<file path="src/rtl/riscv_pkg.sv">
// Shared RV32I decode definitions: opcode values, instruction formats and
// the decoded-field bundle passed between decode and register-file read.
package riscv_pkg;

  localparam logic [6:0] OP_R      = 7'b0110011;
  localparam logic [6:0] OP_IMM    = 7'b0010011;
  localparam logic [6:0] OP_LOAD   = 7'b0000011;
  localparam logic [6:0] OP_STORE  = 7'b0100011;
  localparam logic [6:0] OP_BRANCH = 7'b1100011;
  localparam logic [6:0] OP_LUI    = 7'b0110111;
  localparam logic [6:0] OP_AUIPC  = 7'b0010111;
  localparam logic [6:0] OP_JAL    = 7'b1101111;
  localparam logic [6:0] OP_JALR   = 7'b1100111;
  localparam logic [6:0] OP_SYSTEM = 7'b1110011;
  localparam logic [6:0] OP_FENCE  = 7'b0001111;

  // Widest sideband/immediate any decoder variant produces
  localparam int XLEN_MAX = 64;
  localparam int PC_W_MAX = 64;

  typedef enum logic [2:0] {
    FMT_R = 3'd0,
    FMT_I = 3'd1,
    FMT_S = 3'd2,
    FMT_B = 3'd3,
    FMT_U = 3'd4,
    FMT_J = 3'd5
  } fmt_e;

  // Fixed-width part of a decoded instruction
  typedef struct packed {
    logic [6:0] op;
    logic [2:0] f3;
    logic [6:0] f7;
    logic [4:0] rs1;
    logic [4:0] rs2;
    logic [4:0] rd;
    fmt_e       fmt;
    logic       illegal;
  } dec_fields_t;

  // Full bundle as seen by consumers sized for the widest configuration
  typedef struct packed {
    logic [PC_W_MAX-1:0] pc;
    dec_fields_t         fields;
    logic [XLEN_MAX-1:0] imm;
  } dec_bundle_t;

  // Slice the fixed register/function fields out of a raw instruction
  function automatic dec_fields_t split_fields(input logic [31:0] instr,
                                               input fmt_e        fmt,
                                               input logic        illegal);
    dec_fields_t f;
    f.op      = instr[6:0];
    f.f3      = instr[14:12];
    f.f7      = instr[31:25];
    f.rs1     = instr[19:15];
    f.rs2     = instr[24:20];
    f.rd      = instr[11:7];
    f.fmt     = fmt;
    f.illegal = illegal;
    return f;
  endfunction

endpackage

</file>
<file path="src/rtl/decode_stage_imm_gen.sv">
// Combinational format classifier and sign-extended immediate generator.
// Unknown opcodes report illegal with format I and a zero immediate.
module imm_gen
  import riscv_pkg::*;
#(
  parameter int XLEN = 32
) (
  input  logic [31:0]     instr_i,
  output fmt_e            fmt_o,
  output logic [XLEN-1:0] imm_o,
  output logic            illegal_o
);

  logic [31:0] imm32_s;

  // Map the opcode onto its instruction format and flag anything outside RV32I
  always_comb begin
    fmt_o     = FMT_I;
    illegal_o = 1'b0;
    case (instr_i[6:0])
      OP_R:                                        fmt_o = FMT_R;
      OP_IMM, OP_LOAD, OP_JALR, OP_SYSTEM, OP_FENCE: fmt_o = FMT_I;
      OP_STORE:                                    fmt_o = FMT_S;
      OP_BRANCH:                                   fmt_o = FMT_B;
      OP_LUI, OP_AUIPC:                            fmt_o = FMT_U;
      OP_JAL:                                      fmt_o = FMT_J;
      default: begin
        fmt_o     = FMT_I;
        illegal_o = 1'b1;
      end
    endcase
  end

  // Assemble the 32-bit immediate for the classified format
  always_comb begin
    imm32_s = 32'h0000_0000;
    if (illegal_o) begin
      imm32_s = 32'h0000_0000;
    end else begin
      case (fmt_o)
        FMT_I:   imm32_s = {{20{instr_i[31]}}, instr_i[31:20]};
        FMT_S:   imm32_s = {{20{instr_i[31]}}, instr_i[31:25], instr_i[11:7]};
        FMT_B:   imm32_s = {{19{instr_i[31]}}, instr_i[31], instr_i[7],
                            instr_i[30:25], instr_i[11:8], 1'b0};
        FMT_U:   imm32_s = {instr_i[31:12], 12'h000};
        FMT_J:   imm32_s = {{11{instr_i[31]}}, instr_i[31], instr_i[19:12],
                            instr_i[20], instr_i[30:21], 1'b0};
        default: imm32_s = 32'h0000_0000;
      endcase
    end
  end

  // Bit 31 is always the sign, so widening is a plain signed extension
  assign imm_o = XLEN'($signed(imm32_s));

endmodule

</file>
<file path="src/rtl/decode_stage.sv">
// Registered RV32I decode stage with valid/ready handshake, optional
// two-entry skid buffer and branch-redirect flush.
module decode_stage
  import riscv_pkg::*;
#(
  parameter int XLEN = 32,
  parameter int PC_W = 32,
  parameter int SKID = 1
) (
  input  logic            clk,
  input  logic            reset,
  input  logic            flush,
  input  logic            in_valid,
  output logic            in_ready,
  input  logic [31:0]     in_instr,
  input  logic [PC_W-1:0] in_pc,
  output logic            out_valid,
  input  logic            out_ready,
  output logic [PC_W-1:0] out_pc,
  output logic [6:0]      cmd_op,
  output logic [2:0]      cmd_f3,
  output logic [6:0]      cmd_f7,
  output logic [4:0]      rs1,
  output logic [4:0]      rs2,
  output logic [4:0]      rd,
  output logic [2:0]      fmt,
  output logic [XLEN-1:0] imm,
  output logic            illegal
);

  fmt_e            in_fmt_s;
  logic            in_illegal_s;
  logic [XLEN-1:0] in_imm_s;
  dec_fields_t     in_fields_s;
  logic            accept_s;
  logic            out_free_s;

  logic            out_valid_q, out_valid_d;
  dec_fields_t     out_f_q,     out_f_d;
  logic [PC_W-1:0] out_pc_q,    out_pc_d;
  logic [XLEN-1:0] out_imm_q,   out_imm_d;

  logic            skid_valid_q, skid_valid_d;
  dec_fields_t     skid_f_q,     skid_f_d;
  logic [PC_W-1:0] skid_pc_q,    skid_pc_d;
  logic [XLEN-1:0] skid_imm_q,   skid_imm_d;

  logic            in_ready_q, in_ready_d;

  imm_gen #(.XLEN(XLEN)) u_imm_gen (
    .instr_i   (in_instr),
    .fmt_o     (in_fmt_s),
    .imm_o     (in_imm_s),
    .illegal_o (in_illegal_s)
  );

  assign in_fields_s = split_fields(in_instr, in_fmt_s, in_illegal_s);

  // Without a skid slot the stage can only take a new instruction when the
  // output register is empty or being drained in the same cycle
  assign in_ready   = (SKID != 0) ? in_ready_q : (!out_valid_q || out_ready);
  assign accept_s   = in_valid && in_ready;
  assign out_free_s = !out_valid_q || out_ready;

  // Next-state for output and skid slots; the skid entry is always older
  // than anything arriving at the input, so it refills the output first
  always_comb begin
    out_valid_d  = out_valid_q;
    out_f_d      = out_f_q;
    out_pc_d     = out_pc_q;
    out_imm_d    = out_imm_q;
    skid_valid_d = skid_valid_q;
    skid_f_d     = skid_f_q;
    skid_pc_d    = skid_pc_q;
    skid_imm_d   = skid_imm_q;
    if (flush) begin
      out_valid_d  = 1'b0;
      skid_valid_d = 1'b0;
    end else if (skid_valid_q) begin
      if (out_free_s) begin
        out_valid_d  = 1'b1;
        out_f_d      = skid_f_q;
        out_pc_d     = skid_pc_q;
        out_imm_d    = skid_imm_q;
        skid_valid_d = 1'b0;
      end else begin
        skid_valid_d = 1'b1;
      end
    end else if (accept_s) begin
      if (out_free_s) begin
        out_valid_d = 1'b1;
        out_f_d     = in_fields_s;
        out_pc_d    = in_pc;
        out_imm_d   = in_imm_s;
      end else begin
        skid_valid_d = 1'b1;
        skid_f_d     = in_fields_s;
        skid_pc_d    = in_pc;
        skid_imm_d   = in_imm_s;
      end
    end else if (out_free_s) begin
      out_valid_d = 1'b0;
    end else begin
      out_valid_d = out_valid_q;
    end
    in_ready_d = !skid_valid_d;
  end

  // Pipeline registers; reset clears every held instruction and its data
  always_ff @(posedge clk) begin
    if (reset) begin
      out_valid_q  <= 1'b0;
      out_f_q      <= '0;
      out_pc_q     <= '0;
      out_imm_q    <= '0;
      skid_valid_q <= 1'b0;
      skid_f_q     <= '0;
      skid_pc_q    <= '0;
      skid_imm_q   <= '0;
      in_ready_q   <= 1'b1;
    end else begin
      out_valid_q  <= out_valid_d;
      out_f_q      <= out_f_d;
      out_pc_q     <= out_pc_d;
      out_imm_q    <= out_imm_d;
      skid_valid_q <= skid_valid_d;
      skid_f_q     <= skid_f_d;
      skid_pc_q    <= skid_pc_d;
      skid_imm_q   <= skid_imm_d;
      in_ready_q   <= in_ready_d;
    end
  end

  assign out_valid = out_valid_q;
  assign out_pc    = out_pc_q;
  assign cmd_op    = out_f_q.op;
  assign cmd_f3    = out_f_q.f3;
  assign cmd_f7    = out_f_q.f7;
  assign rs1       = out_f_q.rs1;
  assign rs2       = out_f_q.rs2;
  assign rd        = out_f_q.rd;
  assign fmt       = out_f_q.fmt;
  assign imm       = out_imm_q;
  assign illegal   = out_f_q.illegal;

endmodule

</file>
<file path="config.mk">
export PLATFORM = sky130hd
export DESIGN_NAME = decode_stage
export DESIGN_NICKNAME = d
export VERILOG_FILES = /design/src/rtl/riscv_pkg.sv /design/src/rtl/decode_stage_imm_gen.sv /design/src/rtl/decode_stage.sv
export SDC_FILE = /design/constraint.sdc
export NUM_CORES = 1
export LEC_CHECK = 0
export ABC_AREA = 1
export CAP_MARGIN = 20
export CORE_MARGIN = 2
export CORE_UTILIZATION = 55
export CTS_CLUSTER_DIAMETER = 120
export DETAILED_ROUTE_END_ITERATION = 6
export PLACE_DENSITY = 0.85
export SYNTH_ARGS = -nofsm -noshare
export SYNTH_HDL_FRONTEND = slang
export SYNTH_SLANG_ARGS = --single-unit
</file>
<file path="constraint.sdc">
create_clock -name clk -period 3.8 [get_ports clk]
set_input_delay 0.95 -clock clk [delete_from_list [all_inputs] [get_ports clk]]
set_output_delay 0.95 -clock clk [all_outputs]
set_load 0.05 [all_outputs]
</file>
; ---- Word-level counts from Yosys, hierarchy flattened
; Index checks and enable logic that the tools add are counted.
[word_totals]
regBits = 203
in_bits = 69
out_inout_bits = 102
wordCells = 77
[classes]
n_eq_ne = 16
n_mux = 24
n_bitwise = 3
reduce_logical = 11
[ops]
columns = operator, n
row1 = $mux 32, 9
row2 = $pmux 32 s5, 1
row3 = $mux 36, 4
row4 = $eq 7x7->1 const B, 4
row5 = $eq 7x6->1 const B, 3
row6 = $pmux 3 s5, 1
row7 = $eq 7x5->1 const B, 2
row8 = $reduce_or 11->1, 1
row9 = $mux 1, 9
row10 = $eq 7x2->1 const B, 1
row11 = $eq 7x4->1 const B, 1
row12 = $eq 3x2->1 const B, 2
row13 = $eq 3x3->1 const B, 2
row14 = $reduce_and 4->1, 1
row15 = $reduce_or 2->1, 2
row16 = $eq 3x1->1 const B, 1
row17 = $not 1->1, 3
row18 = $reduce_and 3->1, 1
row19 = $reduce_bool 3->1, 1
row20 = $logic_not 1->1, 2
row21 = $reduce_bool 2->1, 1
row22 = $logic_and 1x1->1, 1
row23 = $logic_or 1x1->1, 1

; ---- Depth between registers and ports, before layout
[depth]
word_depth = 9
ltp_mapped = 16
mapped_depth_nobuf = 16

; ---- Hierarchy
; From an unflattened synthesis, not the netlist that was laid out.
[hier_totals]
hier_cells = 1696
hier_area_um2 = 10412.5
[modules_own_cells]
columns = module, n_inst, cells_per_inst, area_per_inst_um2, seq_area_each_um2
row1 = decode_stage, 1, 1518, 9541.7, 4063.9
row2 = imm_gen, 1, 178, 870.8, 0.0

; ---- Worst setup path after synthesis
; No wires, ideal clock.
[synth_timing]
kind = input port to flip-flop
start = in in_instr[1]
end = reg out_imm_q[11] (netlist: imm[11])
setup_ns = 0.132
arrival_time_ns = 2.468
required_time_ns = 3.668
setup_slack_ns = 1.200
path_stages = 15
path_buffers = 1
cell_sequence = nand2_1 -> inv_2 -> nand2_2 -> nor2_4 -> inv_2 -> ha_1 -> o21ai_4 -> nand2_2 -> buf_4 -> nand4_2 -> nand3_1 -> nand2_1 -> nand2_1 -> nand2_1 -> a21oi_1
[synth_via]
elab_chain_cells = 9
word_cells_on_any_way = 24
classes_between = eq/ne (16) / mux (6) / reduce/logical (2)
[synth_lines]
columns = item, line
row1 = from (decl), decode_stage.sv:15  ; input logic [31:0] in_instr,
row2 = $eq 7x6->1 or $eq 7x5->1 (tied branches), decode_stage_imm_gen.sv:20  ; case (instr_i[6:0])
row3 = $reduce_or 2->1, decode_stage_imm_gen.sv:20
row4 = $pmux 3 s5, decode_stage_imm_gen.sv:20
row5 = "$eq 3x3->1, or another cell as far along", decode_stage_imm_gen.sv:40  ; case (fmt_o)
row6 = $pmux 32 s5, decode_stage_imm_gen.sv:40
row7 = $mux 32 *, decode_stage_imm_gen.sv:37  ; if (illegal_o) begin
row8 = $mux 32 *, decode_stage.sv:90  ; if (out_free_s) begin
row9 = $mux 32 *, decode_stage.sv:89  ; end else if (accept_s) begin
row10 = $mux 32 *, decode_stage.sv:79  ; end else if (skid_valid_q) begin
row11 = to (signal assigned), decode_stage.sv:125  ; out_imm_q <= out_imm_d;
row12 = to (decl), decode_stage.sv:41  ; logic [XLEN-1:0] out_imm_q, out_imm_d;
; Every way passes the cells marked *; elsewhere a longest branch is shown, timed or not. The select of a mux whose other input is x is not followed.
; A chain may end at the register's enable or synchronous reset.

; ---- Worst setup path after layout
[layout_timing]
start = in in_instr[1]
end = reg out_imm_q[27] (netlist: imm[27])
; Same word-level chain as after synthesis.

==> out/metrics.csv <==
metric;value;unit
status;completed;
worst_pin_slew;1.07;ns
syn_to_final_growth;28.4;%
post-cts-setup-buffer-count;0;
hold_violations;0;
maxCapViolCount;0;
critPathMaxFanout;36;
setup_viol;0;
htreeDepth;1;
grt_pass1_vias;7513;
wl;23.2;mm
crit_required;4.20;ns
power_density;454;nW/µm²
grt_pass1_wl;37.4;mm
ys_top_cells_by_area;dfxtp_1, o21ai_0, nand2_1;
rr_worst_depth;9;
die_h;127;µm
ant_nets;0;
hpwl;14.6;mm
leakagePower;4.31;nW
synth-simple-area-share;0.153;
ios;171;
fmax;0.321;GHz
cts_inserted_buffers;21;
max_slew_margin;0.285;
yosysSeqAreaShare;0.486;
synthCells;1120;
drc;0;
synthAdderAreaFrac;0.00150;
die_area;16200;µm²
ys_ff_latch;203;
rsz0062_at_grt;no;
grt_use_total;0.276;
period_needed;3.11;ns
grt_max_degree;100;
cts_resized;0;
grt-ovfl-total;0;
core-area;15000;µm²
portBuffers;170;
synth_top_family_by_area;compound AO/OA/AOI/OAI gates;
antenna_found_initial;0;
gp_congestion;0.860;
cp_cell_sequence;clkdlybuf4s50_1 -> nand2_1 -> inv_2 -> nand2_2 -> nor2_4 -> inv_2 -> ha_1 -> o21ai_4 -> nand2_2 -> nand3_2 -> a21oi_4 -> buf_4 -> nand3_1 -> a21oi_1;
yosysTopAreaCellShare;0.486;
hold_start;imm[5];
vdd_drop_max;0.337;mV
synth_cell_types;28;
async_flop_share;0;
synthFlopType;dfxtp_1;
drive_gt1_frac;0.0627;
worstSkewPairLatency;0.48;ns
dpl_worst_slack;0.259;ns
synth-edff-count;0;
whs;0.466;ns
ys_warn_count;0;
rows;45;
drt-initial-drc-count;819;
vias;8273;
synth_compound_area_frac;0.280;
finClkSkew;0.00489;ns
synth_most_common_cell;nand2_1;
nFillCells;1214;
min_path_type;flop to flop;
min_path_cells;2;
cp_data_arrival_time;3.52;ns
tns;0;ns
synthXorXnorAreaFrac;0;
slowest_stage;clkdlybuf4s50_1;
antenna_cells;0;
reg2reg_from;in_ready;
start_kind;input port;
yosysTopAreaCell;dfxtp_1;
post_drt_wl_per_cell;16.2;µm
fin_nets;1307;
muxShareOfSynthArea;0;
timing.final.crit_share;0.819;
r2r_slack;1.81;ns
die_w;127;µm
synth_nets;1190;
drv_slew;0;
numClockSinks;203;
start_util;0.556;
whs_endpoint;imm[5];
clock_path_buffers;3;
cts_hold_buf;0;
dr.pass1.iters;7;
cpPeakStageDelay;0.44;ns
timing.rr.end;cmd_op[2];
final.setup.worst_slack;0.686;ns
critical_path_class;input port to flop;
synthTopCellsByCount;nand2_1, dfxtp_1, o21ai_0;
dpl.cell_count;1402;
via_per_inst;5.78;
p_total;0.00488;W
cts_tree;yes;
cp-end-kind;flop;
cts_root_buffer;clkbuf_16;
syn_area;8370;µm²
final_cells;1432;
synth_area_per_cell;7.47;µm²
clkTransAtPathRegs;0.06;ns
## kinds of logic after synthesis
logic type,after synthesis
flip-flops,203
adder cells (fa/ha/maj),1
buffers and inverters,165
AND/OR/NAND/NOR,316
AO/OA/AOI/OAI,435
## cells in the final DEF (no fill, tap or decap), types with 21 or more instances in the layout
cell / count
nand2_1: 211
dfxtp_1: 202
o21ai_0: 194
clkdlybuf4s50_1: 170
a21oi_1: 151
nor2_1: 64
a31oi_1: 64
inv_1: 60
nand3_1: 29
clkbuf_16: 21
## critical path, delay by kind of cell
family	cells	cell delay, ns
buffers and inverters	4	1.04
adder cells (fa/ha/maj)	1	0.23
AND/OR/NAND/NOR	6	0.86
AO/OA/AOI/OAI	3	0.42
## flip-flops by register name, indices dropped and copies added, names as in the netlist
name / count
cmd_f7: 7
in_ready: 1
rs1: 5
skid_pc_q: 32
cmd_op: 7
imm: 32
out_valid: 1
skid_valid_q: 1
rs2: 5
skid_imm_q: 32
skid_f_q: 36
illegal: 1
rd: 5
out_pc: 32
fmt: 3
cmd_f3: 3
## per-layer routing
layer  GRT usage  vias to the layer above  share of wire
met4       0.106                        0          0.037
met2       0.458                      337           0.47
met5           0                        -              0
met1       0.370                     3836           0.42
met3      0.0331                       64          0.070
li1            -                     4036              -
## area by class of cell
cell class	instances	area (µm²)	share of cell area
Clock buffer	30	599	0.0558
Inverter	71	275	0.0256
Multi-Input combinational cell	752	3640	0.339
Sequential cell	203	4070	0.379
Tap cell	188	235	0.0219
Timing Repair Buffer	188	1920	0.179
## report_power, final
part	switching (W)	internal, W
combinational	0.000499	0.000269
sequential	0.0000446	0.00221
clock	0.000774	0.00108
## metrics by stage
step,instance area (µm²),utilization
final,10700,0.715
after global routing,10700,0.715
after detailed placement,10100,0.675
after global placement,10100,0.675
after floorplan,8370,-
after CTS,10700,0.715
## worst max-delay path by stage
stage	startpoint	to	slack, ns	cells after the start
2_1_floorplan	in_instr[1]	imm[11]	1.20	15
3_3_place_gp	in_instr[1]	imm[20]	0.35	14
3_5_place_dp	in_instr[0]	imm[27]	0.26	15
4_1_cts	in_instr[0]	imm[23]	0.73	15
5_1_grt	in_instr[1]	skid_imm_q[30]	0.44	15
6_report	in_instr[1]	imm[27]	0.69	14
Power figures use the tool's default switching activity.
